`src/rtl/id_ctrl_stage_pkg.sv`:
```
// Shared decode definitions for the ID control stage: opcodes,
// ALU op codes and the control bundle carried across ID/EX.
package id_ctrl_stage_pkg;

    localparam logic [6:0] OP_R      = 7'b0110011;
    localparam logic [6:0] OP_LOAD   = 7'b0000011;
    localparam logic [6:0] OP_IMM    = 7'b0010011;
    localparam logic [6:0] OP_STORE  = 7'b0100011;
    localparam logic [6:0] OP_BRANCH = 7'b1100011;
    localparam logic [6:0] OP_JAL    = 7'b1101111;
    localparam logic [6:0] OP_LUI    = 7'b0110111;
    localparam logic [6:0] OP_SYSTEM = 7'b1110011;

    localparam logic [3:0] ALU_ADD  = 4'd0;
    localparam logic [3:0] ALU_SUB  = 4'd1;
    localparam logic [3:0] ALU_SLL  = 4'd2;
    localparam logic [3:0] ALU_SRL  = 4'd3;
    localparam logic [3:0] ALU_SLT  = 4'd4;
    localparam logic [3:0] ALU_SRA  = 4'd5;
    localparam logic [3:0] ALU_AND  = 4'd6;
    localparam logic [3:0] ALU_OR   = 4'd7;
    localparam logic [3:0] ALU_XOR  = 4'd8;
    localparam logic [3:0] ALU_SLTU = 4'd9;
    localparam logic [3:0] ALU_MUL  = 4'd10;

    typedef struct packed {
        logic [3:0] aluop;
        logic       alusrc;
        logic       regwrite;
        logic       memwrite;
        logic       memread;
        logic       memtoreg;
        logic       branch;
        logic       jump;
        logic       illegal;
    } ctrl_t;

endpackage

```
`src/rtl/id_ctrl_if.sv`:
```
// Handshake/bus bundle between IF/ID, the ID control stage and EX.
// slave = the stage; master = upstream/downstream driver side.
interface id_ctrl_if #(
    parameter int XLEN    = 32,
    parameter int ALUOP_W = 4,
    parameter int CNT_W   = 16
);
    logic               in_valid;
    logic               in_ready;
    logic [31:0]        instr;
    logic [XLEN-1:0]    pc;
    logic               flush;
    logic               out_valid;
    logic               out_ready;
    logic [XLEN-1:0]    out_pc;
    logic [XLEN-1:0]    out_imm;
    logic [ALUOP_W-1:0] out_aluop;
    logic               out_alusrc;
    logic               out_regwrite;
    logic               out_memwrite;
    logic               out_memread;
    logic               out_memtoreg;
    logic               out_branch;
    logic               out_jump;
    logic [4:0]         out_rs1;
    logic [4:0]         out_rs2;
    logic [4:0]         out_rd;
    logic               out_illegal;
    logic               hazard_stall;
    logic [CNT_W-1:0]   stall_cnt;

    modport slave (
        input  in_valid, instr, pc, flush, out_ready,
        output in_ready, out_valid, out_pc, out_imm, out_aluop,
        output out_alusrc, out_regwrite, out_memwrite, out_memread,
        output out_memtoreg, out_branch, out_jump,
        output out_rs1, out_rs2, out_rd, out_illegal,
        output hazard_stall, stall_cnt
    );

    modport master (
        output in_valid, instr, pc, flush, out_ready,
        input  in_ready, out_valid, out_pc, out_imm, out_aluop,
        input  out_alusrc, out_regwrite, out_memwrite, out_memread,
        input  out_memtoreg, out_branch, out_jump,
        input  out_rs1, out_rs2, out_rd, out_illegal,
        input  hazard_stall, stall_cnt
    );
endinterface

```
`src/rtl/id_ctrl_stage_ctrl_decode.sv`:
```
// Combinational RV32 decoder: instr -> control bundle, sign-extended
// immediate and source-register usage flags.
module ctrl_decode
    import id_ctrl_stage_pkg::*;
#(
    parameter int XLEN   = 32,
    parameter bit EN_MUL = 1'b0
) (
    input  logic [31:0]     instr,
    output ctrl_t           ctrl,
    output logic [XLEN-1:0] imm,
    output logic            uses_rs1,
    output logic            uses_rs2
);
    logic [6:0]  op;
    logic [6:0]  f7;
    logic [2:0]  f3;
    logic [31:0] imm_i, imm_s, imm_b, imm_j, imm_u, imm32;
    logic [3:0]  r_op, i_op;
    logic        r_ok, i_ok, ld_ok, st_ok, br_ok;

    assign op = instr[6:0];
    assign f3 = instr[14:12];
    assign f7 = instr[31:25];

    assign imm_i = {{20{instr[31]}}, instr[31:20]};
    assign imm_s = {{20{instr[31]}}, instr[31:25], instr[11:7]};
    assign imm_b = {{19{instr[31]}}, instr[31], instr[7],
                    instr[30:25], instr[11:8], 1'b0};
    assign imm_j = {{11{instr[31]}}, instr[31], instr[19:12],
                    instr[20], instr[30:21], 1'b0};
    assign imm_u = {instr[31:12], 12'b0};

    assign ld_ok = (f3 != 3'd3) && (f3 <= 3'd5);
    assign st_ok = (f3 <= 3'd2);
    assign br_ok = (f3[2:1] != 2'b01);

    always_comb begin
        r_op = ALU_ADD;
        r_ok = 1'b1;
        unique case ({f7, f3})
            {7'h00, 3'd0}: r_op = ALU_ADD;
            {7'h20, 3'd0}: r_op = ALU_SUB;
            {7'h00, 3'd1}: r_op = ALU_SLL;
            {7'h00, 3'd2}: r_op = ALU_SLT;
            {7'h00, 3'd3}: r_op = ALU_SLTU;
            {7'h00, 3'd4}: r_op = ALU_XOR;
            {7'h00, 3'd5}: r_op = ALU_SRL;
            {7'h20, 3'd5}: r_op = ALU_SRA;
            {7'h00, 3'd6}: r_op = ALU_OR;
            {7'h00, 3'd7}: r_op = ALU_AND;
            {7'h01, 3'd0}: begin
                r_op = ALU_MUL;
                r_ok = EN_MUL;
            end
            default: r_ok = 1'b0;
        endcase
    end

    // Shift-immediates carry funct7 in imm[11:5]; all others ignore it.
    always_comb begin
        i_op = ALU_ADD;
        i_ok = 1'b1;
        unique case (f3)
            3'd0: i_op = ALU_ADD;
            3'd1: begin
                i_op = ALU_SLL;
                i_ok = (f7 == 7'h00);
            end
            3'd2: i_op = ALU_SLT;
            3'd3: i_op = ALU_SLTU;
            3'd4: i_op = ALU_XOR;
            3'd5: begin
                i_op = f7[5] ? ALU_SRA : ALU_SRL;
                i_ok = (f7 == 7'h00) || (f7 == 7'h20);
            end
            3'd6: i_op = ALU_OR;
            3'd7: i_op = ALU_AND;
        endcase
    end

    always_comb begin
        ctrl     = '0;
        imm32    = '0;
        uses_rs1 = 1'b0;
        uses_rs2 = 1'b0;
        unique case (1'b1)
            op == OP_R: begin
                uses_rs1 = 1'b1;
                uses_rs2 = 1'b1;
                if (r_ok) begin
                    ctrl.regwrite = 1'b1;
                    ctrl.aluop    = r_op;
                end else begin
                    ctrl.illegal = 1'b1;
                end
            end
            op == OP_LOAD: begin
                uses_rs1 = 1'b1;
                if (ld_ok) begin
                    ctrl.regwrite = 1'b1;
                    ctrl.alusrc   = 1'b1;
                    ctrl.memread  = 1'b1;
                    ctrl.memtoreg = 1'b1;
                    imm32         = imm_i;
                end else begin
                    ctrl.illegal = 1'b1;
                end
            end
            op == OP_IMM: begin
                uses_rs1 = 1'b1;
                if (i_ok) begin
                    ctrl.regwrite = 1'b1;
                    ctrl.alusrc   = 1'b1;
                    ctrl.aluop    = i_op;
                    imm32         = imm_i;
                end else begin
                    ctrl.illegal = 1'b1;
                end
            end
            op == OP_STORE: begin
                uses_rs1 = 1'b1;
                uses_rs2 = 1'b1;
                if (st_ok) begin
                    ctrl.memwrite = 1'b1;
                    ctrl.alusrc   = 1'b1;
                    imm32         = imm_s;
                end else begin
                    ctrl.illegal = 1'b1;
                end
            end
            op == OP_BRANCH: begin
                uses_rs1 = 1'b1;
                uses_rs2 = 1'b1;
                if (br_ok) begin
                    ctrl.branch = 1'b1;
                    ctrl.aluop  = ALU_SUB;
                    imm32       = imm_b;
                end else begin
                    ctrl.illegal = 1'b1;
                end
            end
            op == OP_JAL: begin
                ctrl.jump     = 1'b1;
                ctrl.regwrite = 1'b1;
                imm32         = imm_j;
            end
            op == OP_LUI: begin
                ctrl.regwrite = 1'b1;
                ctrl.alusrc   = 1'b1;
                imm32         = imm_u;
            end
            op == OP_SYSTEM: ;
            default: ctrl.illegal = 1'b1;
        endcase
    end

    assign imm = XLEN'($signed(imm32));

endmodule

```
`src/rtl/id_ctrl_stage.sv`:
```
// ID/EX control stage: decode, load-use bubble insertion, flush,
// valid/ready handshake and saturating stall counter. Ports: clk, rst_n, bus.
module id_ctrl_stage
    import id_ctrl_stage_pkg::*;
#(
    parameter int XLEN    = 32,
    parameter int ALUOP_W = 4,
    parameter bit EN_MUL  = 1'b0,
    parameter int CNT_W   = 16
) (
    input  logic      clk,
    input  logic      rst_n,
    id_ctrl_if.slave  bus
);
    ctrl_t            dec;
    logic [XLEN-1:0]  dec_imm;
    logic             uses_rs1, uses_rs2;
    logic [4:0]       rs1, rs2, rd;

    ctrl_t            q;
    logic             vq;
    logic [XLEN-1:0]  pc_q, imm_q;
    logic [4:0]       rs1_q, rs2_q, rd_q;
    logic [CNT_W-1:0] cnt_q;

    logic adv, hazard, clr;

    ctrl_decode #(
        .XLEN   (XLEN),
        .EN_MUL (EN_MUL)
    ) u_dec (
        .instr    (bus.instr),
        .ctrl     (dec),
        .imm      (dec_imm),
        .uses_rs1 (uses_rs1),
        .uses_rs2 (uses_rs2)
    );

    assign rs1 = bus.instr[19:15];
    assign rs2 = bus.instr[24:20];
    assign rd  = bus.instr[11:7];

    assign adv = !vq || bus.out_ready;

    // Held load whose destination the incoming instruction reads.
    assign hazard = rst_n && bus.in_valid && vq && q.memread
                 && (rd_q != 5'd0)
                 && ((uses_rs1 && (rs1 == rd_q))
                  || (uses_rs2 && (rs2 == rd_q)));

    assign bus.in_ready     = rst_n && adv && !hazard && !bus.flush;
    assign bus.hazard_stall = rst_n && adv && hazard && !bus.flush;

    // Reset, flush and bubble all leave an empty, zeroed entry.
    assign clr = !rst_n || bus.flush || (adv && hazard);

    always_ff @(posedge clk) begin
        if (clr) begin
            vq    <= 1'b0;
            q     <= '0;
            pc_q  <= '0;
            imm_q <= '0;
            rs1_q <= '0;
            rs2_q <= '0;
            rd_q  <= '0;
        end else if (adv) begin
            vq    <= bus.in_valid;
            q     <= dec;
            pc_q  <= bus.pc;
            imm_q <= dec_imm;
            rs1_q <= rs1;
            rs2_q <= rs2;
            rd_q  <= rd;
        end
    end

    always_ff @(posedge clk) begin
        if (!rst_n) begin
            cnt_q <= '0;
        end else if (bus.hazard_stall && !(&cnt_q)) begin
            cnt_q <= cnt_q + 1'b1;
        end
    end

    assign bus.out_valid    = vq;
    assign bus.out_pc       = pc_q;
    assign bus.out_imm      = imm_q;
    assign bus.out_aluop    = ALUOP_W'(q.aluop);
    assign bus.out_alusrc   = q.alusrc;
    assign bus.out_regwrite = q.regwrite;
    assign bus.out_memwrite = q.memwrite;
    assign bus.out_memread  = q.memread;
    assign bus.out_memtoreg = q.memtoreg;
    assign bus.out_branch   = q.branch;
    assign bus.out_jump     = q.jump;
    assign bus.out_rs1      = rs1_q;
    assign bus.out_rs2      = rs2_q;
    assign bus.out_rd       = rd_q;
    assign bus.out_illegal  = q.illegal;
    assign bus.stall_cnt    = cnt_q;

endmodule
```
`src/flat_wrapper.sv`:
```
// flat-port wrapper written by rule: the top's interface ports become plain ports
module id_ctrl_stage_flat import id_ctrl_stage_pkg::*;
#(
    parameter int XLEN    = 32,
    parameter int ALUOP_W = 4,
    parameter bit EN_MUL  = 1'b0,
    parameter int CNT_W   = 16
)
  (clk, rst_n, bus_in_valid, bus_instr, bus_pc, bus_flush, bus_out_ready, bus_in_ready, bus_out_valid, bus_out_pc, bus_out_imm, bus_out_aluop, bus_out_alusrc, bus_out_regwrite, bus_out_memwrite, bus_out_memread, bus_out_memtoreg, bus_out_branch, bus_out_jump, bus_out_rs1, bus_out_rs2, bus_out_rd, bus_out_illegal, bus_hazard_stall, bus_stall_cnt);
  id_ctrl_if #(.XLEN(XLEN), .ALUOP_W(ALUOP_W), .CNT_W(CNT_W)) bus_i ();
  input  logic clk;
  input  logic rst_n;
  input wire logic [$bits(bus_i.in_valid)-1:0] bus_in_valid;
  input wire logic [$bits(bus_i.instr)-1:0] bus_instr;
  input wire logic [$bits(bus_i.pc)-1:0] bus_pc;
  input wire logic [$bits(bus_i.flush)-1:0] bus_flush;
  input wire logic [$bits(bus_i.out_ready)-1:0] bus_out_ready;
  output wire logic [$bits(bus_i.in_ready)-1:0] bus_in_ready;
  output wire logic [$bits(bus_i.out_valid)-1:0] bus_out_valid;
  output wire logic [$bits(bus_i.out_pc)-1:0] bus_out_pc;
  output wire logic [$bits(bus_i.out_imm)-1:0] bus_out_imm;
  output wire logic [$bits(bus_i.out_aluop)-1:0] bus_out_aluop;
  output wire logic [$bits(bus_i.out_alusrc)-1:0] bus_out_alusrc;
  output wire logic [$bits(bus_i.out_regwrite)-1:0] bus_out_regwrite;
  output wire logic [$bits(bus_i.out_memwrite)-1:0] bus_out_memwrite;
  output wire logic [$bits(bus_i.out_memread)-1:0] bus_out_memread;
  output wire logic [$bits(bus_i.out_memtoreg)-1:0] bus_out_memtoreg;
  output wire logic [$bits(bus_i.out_branch)-1:0] bus_out_branch;
  output wire logic [$bits(bus_i.out_jump)-1:0] bus_out_jump;
  output wire logic [$bits(bus_i.out_rs1)-1:0] bus_out_rs1;
  output wire logic [$bits(bus_i.out_rs2)-1:0] bus_out_rs2;
  output wire logic [$bits(bus_i.out_rd)-1:0] bus_out_rd;
  output wire logic [$bits(bus_i.out_illegal)-1:0] bus_out_illegal;
  output wire logic [$bits(bus_i.hazard_stall)-1:0] bus_hazard_stall;
  output wire logic [$bits(bus_i.stall_cnt)-1:0] bus_stall_cnt;
  assign bus_i.in_valid = bus_in_valid;
  assign bus_i.instr = bus_instr;
  assign bus_i.pc = bus_pc;
  assign bus_i.flush = bus_flush;
  assign bus_i.out_ready = bus_out_ready;
  assign bus_in_ready = bus_i.in_ready;
  assign bus_out_valid = bus_i.out_valid;
  assign bus_out_pc = bus_i.out_pc;
  assign bus_out_imm = bus_i.out_imm;
  assign bus_out_aluop = bus_i.out_aluop;
  assign bus_out_alusrc = bus_i.out_alusrc;
  assign bus_out_regwrite = bus_i.out_regwrite;
  assign bus_out_memwrite = bus_i.out_memwrite;
  assign bus_out_memread = bus_i.out_memread;
  assign bus_out_memtoreg = bus_i.out_memtoreg;
  assign bus_out_branch = bus_i.out_branch;
  assign bus_out_jump = bus_i.out_jump;
  assign bus_out_rs1 = bus_i.out_rs1;
  assign bus_out_rs2 = bus_i.out_rs2;
  assign bus_out_rd = bus_i.out_rd;
  assign bus_out_illegal = bus_i.out_illegal;
  assign bus_hazard_stall = bus_i.hazard_stall;
  assign bus_stall_cnt = bus_i.stall_cnt;
  id_ctrl_stage #(.XLEN(XLEN), .ALUOP_W(ALUOP_W), .EN_MUL(EN_MUL), .CNT_W(CNT_W)) u_core (.clk(clk), .rst_n(rst_n), .bus(bus_i));
endmodule
```
`config.mk`:
```
export PLATFORM = sky130hd
export DESIGN_NAME = id_ctrl_stage_flat
export DESIGN_NICKNAME = d
export VERILOG_FILES = /design/src/rtl/id_ctrl_stage_pkg.sv /design/src/rtl/id_ctrl_if.sv /design/src/rtl/id_ctrl_stage_ctrl_decode.sv /design/src/rtl/id_ctrl_stage.sv /design/src/flat_wrapper.sv
export SDC_FILE = /design/constraint.sdc
export NUM_CORES = 1
export LEC_CHECK = 0
export CORE_AREA = 4 4 132 134
export CTS_BUF_LIST = sky130_fd_sc_hd__clkbuf_4 sky130_fd_sc_hd__clkbuf_8
export DETAILED_ROUTE_END_ITERATION = 8
export DIE_AREA = 0 0 136 138
export HOLD_SLACK_MARGIN = 0.15
export PLACE_DENSITY = 0.63
export SLEW_MARGIN = 20
export SYNTH_ARGS = -nofsm -noshare
export SYNTH_HDL_FRONTEND = slang
export SYNTH_HIERARCHICAL = 1
export SYNTH_SLANG_ARGS = --single-unit
```
`constraint.sdc`:
```
create_clock -name clk -period 2.6 [get_ports clk]
set_input_delay 0.26 -clock clk [delete_from_list [all_inputs] [get_ports clk]]
set_output_delay 0.26 -clock clk [all_outputs]
set_load 0.02 [all_outputs]
```
==> run summary <==
The run finished with clean final reports. Final worst-path cycle share: 95.7%. On the critical path the largest part of the delay comes from simple AND/OR/NAND/NOR gates. The worst clock skew on the final layout is 16.3 ps.

Setup violations remaining at the end of the flow were counted as 0. The clock share of power was 30.6%. The routed design has 16.7 mm of wire. The signal on the critical path passes through clkdlybuf4s50_1 -> or4b_4 -> o22ai_2 -> nand2_1 -> o22ai_2 -> nand2_1 -> nor2_1 -> clkdlybuf4s15_2. In the synthesized netlist, the cells that appear most often are 108 x dfxtp_1, 96 x a22o_1, 37 x nand2_1.

The initial antenna violation count is 1. The tools report the yosys synthesis warning count as 6. Together, buffers and inverters on the worst path number 2.

The first global-routing pass estimated 26.3 mm of wire. By startpoint and endpoint, the worst setup path is classified as in -> out. The starting density of the core is 29.6%, and the total of flip-flops plus latches after synthesis is 108.

In this run, distinct cell masters in the synthesized netlist total 66. The wire length per cell works out to 18.1 um. The longest individual stage delay on the worst path was 560 ps; the total power consumption of the routed design was 3.16 mW. In the routed design, unresolved DRC markers number 0. For the synthesized netlist net count, the log shows 571. Internal power comes to 2.30 mW. The most critical setup path has its startpoint at bus_instr[4]. After synthesis, the share of flip-flops with an asynchronous set or reset is 0%.

The routed via count divided by cell count was 5.14; the die boundary width was 136 um. The worst-margin pin slew is 520 ps. In this run the core area contains 47 standard-cell rows. In the post-synthesis netlist, the cell with the most instances is dfxtp_1.

The routed layout has 4,738 vias. The tool flagged a number of max-cap violations equal to 0. The via count of the first global-routing pass was 4,833; the relative contribution of sequential cells to total power was 54.3%.

The die height works out to 138 um. TritonCTS built the clock tree. The final number of max-transition violations was 0; the number of filler cells placed in the layout was 1,560. For the count of nets after finishing, the log shows 767. The required time of the critical path is 2340 ps, and the count of input and output buffers is 178. The worst relative slew slack is 64.8%, and the final-report hold violation count is 0. In this run the critical register-to-register path is launched from u_core/bus.stall_cnt[0]. The logs give 3 for the H-tree depth and 15.1% for the logic gate share of total power. The worst path needs 2490 ps of the cycle, external delays included. The die covers 18,800 sq um. The top cell type by area accounts for 44.8% of the synthesized area. Dividing total power by cell area gives a power density of 434 nW/um^2. The run gives 402 MHz as the highest clock rate.

Summed over all layers, the global routing overflow is 0. For the pin count of the biggest net entering global routing, the log shows 93. The switching portion of total power was 27.2%; the area of the placeable core was 16,300 sq um. The cell with the largest stage delay on the worst path is or4b_4. The tools report the category of the worst setup path capture point as an output port. The clock reaches the later pin of the worst-skew pair after 390 ps. Yosys attributes the largest share of cell area to dfxtp_1 45%, a22o_1 17%, nand2_1 2.9%, nand3_1 2.7%, xnor2_1 2.0%. Maximum fanout along the worst path: 2. Setup repair after global routing left no endpoint under its margin. IR analysis of the VDD net gives a maximum drop of 0.271 mV.

Yosys mapped a number of flops with a built-in enable equal to 0. The startpoint of the tightest hold check path was bus_pc[5]. For the hold buffer count at CTS, the log shows 0.

The run gives 0.905 as the placer's final routability congestion estimate. For this run, the leading register cell type out of synthesis is dfxtp_1. For the number of buffers on the longest clock path, the log shows 2. The switching power was 860 uW; the clock transition at the registers of the reported paths was 110 ps. The combined global-route utilization of all metal layers is 17.5%, and the synthesized instance count is 501. The run gives 179 as the number of I/O pins. Measured on the finished design, the core utilization comes to 44.6%.

Each instance of the synthesized netlist takes up on average 9.63 sq um. The share of final-layout standard cells stronger than drive strength 1 was 13.1%; the sum of net half-perimeters after detailed placement was 12.6 mm. Biggest area consumer among synthesized cells: dfxtp_1. The proportion of synthesized chip area in sequential cells was 44.8%; the post-synthesis to final-layout area growth was 50.6%. The detail route stage leaves a number of antenna-violating nets equal to 0. The pre-antenna-repair detailed-routing pass consisted of 5 iterations. The worst hold path belongs to the class in -> reg.

For this block, the initial DRC count from the detailed router was 254. Clock tree synthesis selected as its root buffer the cell clkbuf_8. The run gives 4830 sq um as the post-synth design cell area. Arrival time at the worst endpoint: 2230 ps.

Kind of start point of the critical path: an input port. 0 antenna diodes ended up in the layout. TritonCTS created 9 clock buffers.

Summed over all cells, the static leakage comes to 2.70 nW. The tree built by TritonCTS fans out to 108 sinks.
-- flip-flops by register name, indices dropped and copies added, names as in the netlist --
name and flops:
u_core/bus.out_aluop 4, u_core/bus.out_alusrc 1, u_core/bus.out_branch 1, u_core/bus.out_illegal 1
u_core/bus.out_imm 32, u_core/bus.out_jump 1, u_core/bus.out_memread 1, u_core/bus.out_memtoreg 1
u_core/bus.out_memwrite 1, u_core/bus.out_pc 32, u_core/bus.out_rd 5, u_core/bus.out_regwrite 1
u_core/bus.out_rs1 5, u_core/bus.out_rs2 5, u_core/bus.out_valid 1, u_core/bus.stall_cnt 16
-- path summary, 6_finish.rpt --
kind / end / slack, ps / cells after the start
max reg2reg: u_core/bus.stall_cnt[7] / 470 / 6
min reg2reg: u_core/bus.out_imm[18] / 480 / 1
min: u_core/bus.out_pc[5] / 470 / 2
max: bus_hazard_stall / 110 / 8
-- kinds of logic after synthesis --
logic type               synth area share, %
buffers and inverters                   4.82
XOR/XNOR                                2.18
multiplexers                           0.855
flip-flops                              44.8
AO/OA/AOI/OAI                           29.5
adder cells (fa/ha/maj)                0.259
AND/OR/NAND/NOR                         17.6
-- power groups by stage --
stage | Sequential, mW | Combinational [mW] | Clock (mW)
3_5_place_dp | 1.75 | 0.475 | 0
2_1_floorplan | 1.79 | 0.163 | 0
6_report | 1.71 | 0.476 | 0.967
4_1_cts | 1.72 | 0.477 | 1.01
5_1_grt | 1.72 | 0.507 | 1.07
3_3_place_gp | 1.75 | 0.466 | 0
-- repair_timing --
| action | in CTS | in global routing |
|---|---|---|
| resized for setup | 4 | 2 |
| endpoints found under the setup margin | 2 | 2 |
| buffers inserted | 0 | 0 |
-- worst register-to-register path, cell delays in order, from the launching register on --
cell     delay (ps)
dfxtp_1         380
ha_1            250
and4_1          210
nand4_1         210
nand3_1         300
or4_1           560
a21oi_1         170
-- through the flow --
| step | worst slack, ps | TNS, ps | hold WS, ps | instances | instance area, sq um |
|---|---|---|---|---|---|
| 2_1_floorplan | 275 | 0 | 393 | 501 | 4830 |
| 3_3_place_gp | -370 | -14330 | 456 | 906 | 7080 |
| 3_5_place_dp | -373 | -16850 | 454 | 906 | 7080 |
| 4_1_cts | 14.8 | 0 | 438 | 921 | 7260 |
| 5_1_grt | 3.54 | 0 | 449 | 921 | 7270 |
| 6_report | 111 | 0 | 465 | 921 | 7270 |
-- cell usage in the layout, fill, tap and decap left out, types with 3 or more instances in the layout --
cell | synthesis | layout
nand4_1 | 10 | 10
or4_1 | 8 | 8
clkbuf_8 | 0 | 9
and3_1 | 8 | 7
nand2b_1 | 5 | 5
nor3_1 | 10 | 10
clkinv_4 | 0 | 3
or3_1 | 5 | 5
nor2b_1 | 6 | 6
inv_1 | 5 | 5
clkdlybuf4s50_1 | 0 | 176
nor2_1 | 19 | 19
a21o_2 | 10 | 10
mux2i_1 | 3 | 3
a21oi_1 | 18 | 17
buf_12 | 0 | 3
and4_1 | 3 | 3
or2_2 | 3 | 3
xnor2_1 | 11 | 11
o21ai_0 | 11 | 11
a22o_1 | 96 | 96
nand3_1 | 26 | 26
buf_4 | 1 | 45
nand2_1 | 37 | 37
dfxtp_1 | 108 | 108
o31ai_1 | 9 | 9
-- layout make-up --
cell class	instances	area (sq um)	share of cell area, %
Clock inverter	6	50.0	0.688
Timing Repair Buffer	225	2170	29.9
Sequential cell	108	2160	29.7
Inverter	6	22.5	0.310
Multi-Input combinational cell	347	2460	33.9
Tap cell	220	275	3.79
Clock buffer	9	124	1.70
-- per-layer routing --
layer  track usage (%)  part of all wire [%]
met5                 0                 0.078
met1              21.4                    41
met4              4.77                   1.7
met3              5.92                   9.0
met2              29.3                    48
Power figures use the tool's default switching activity.
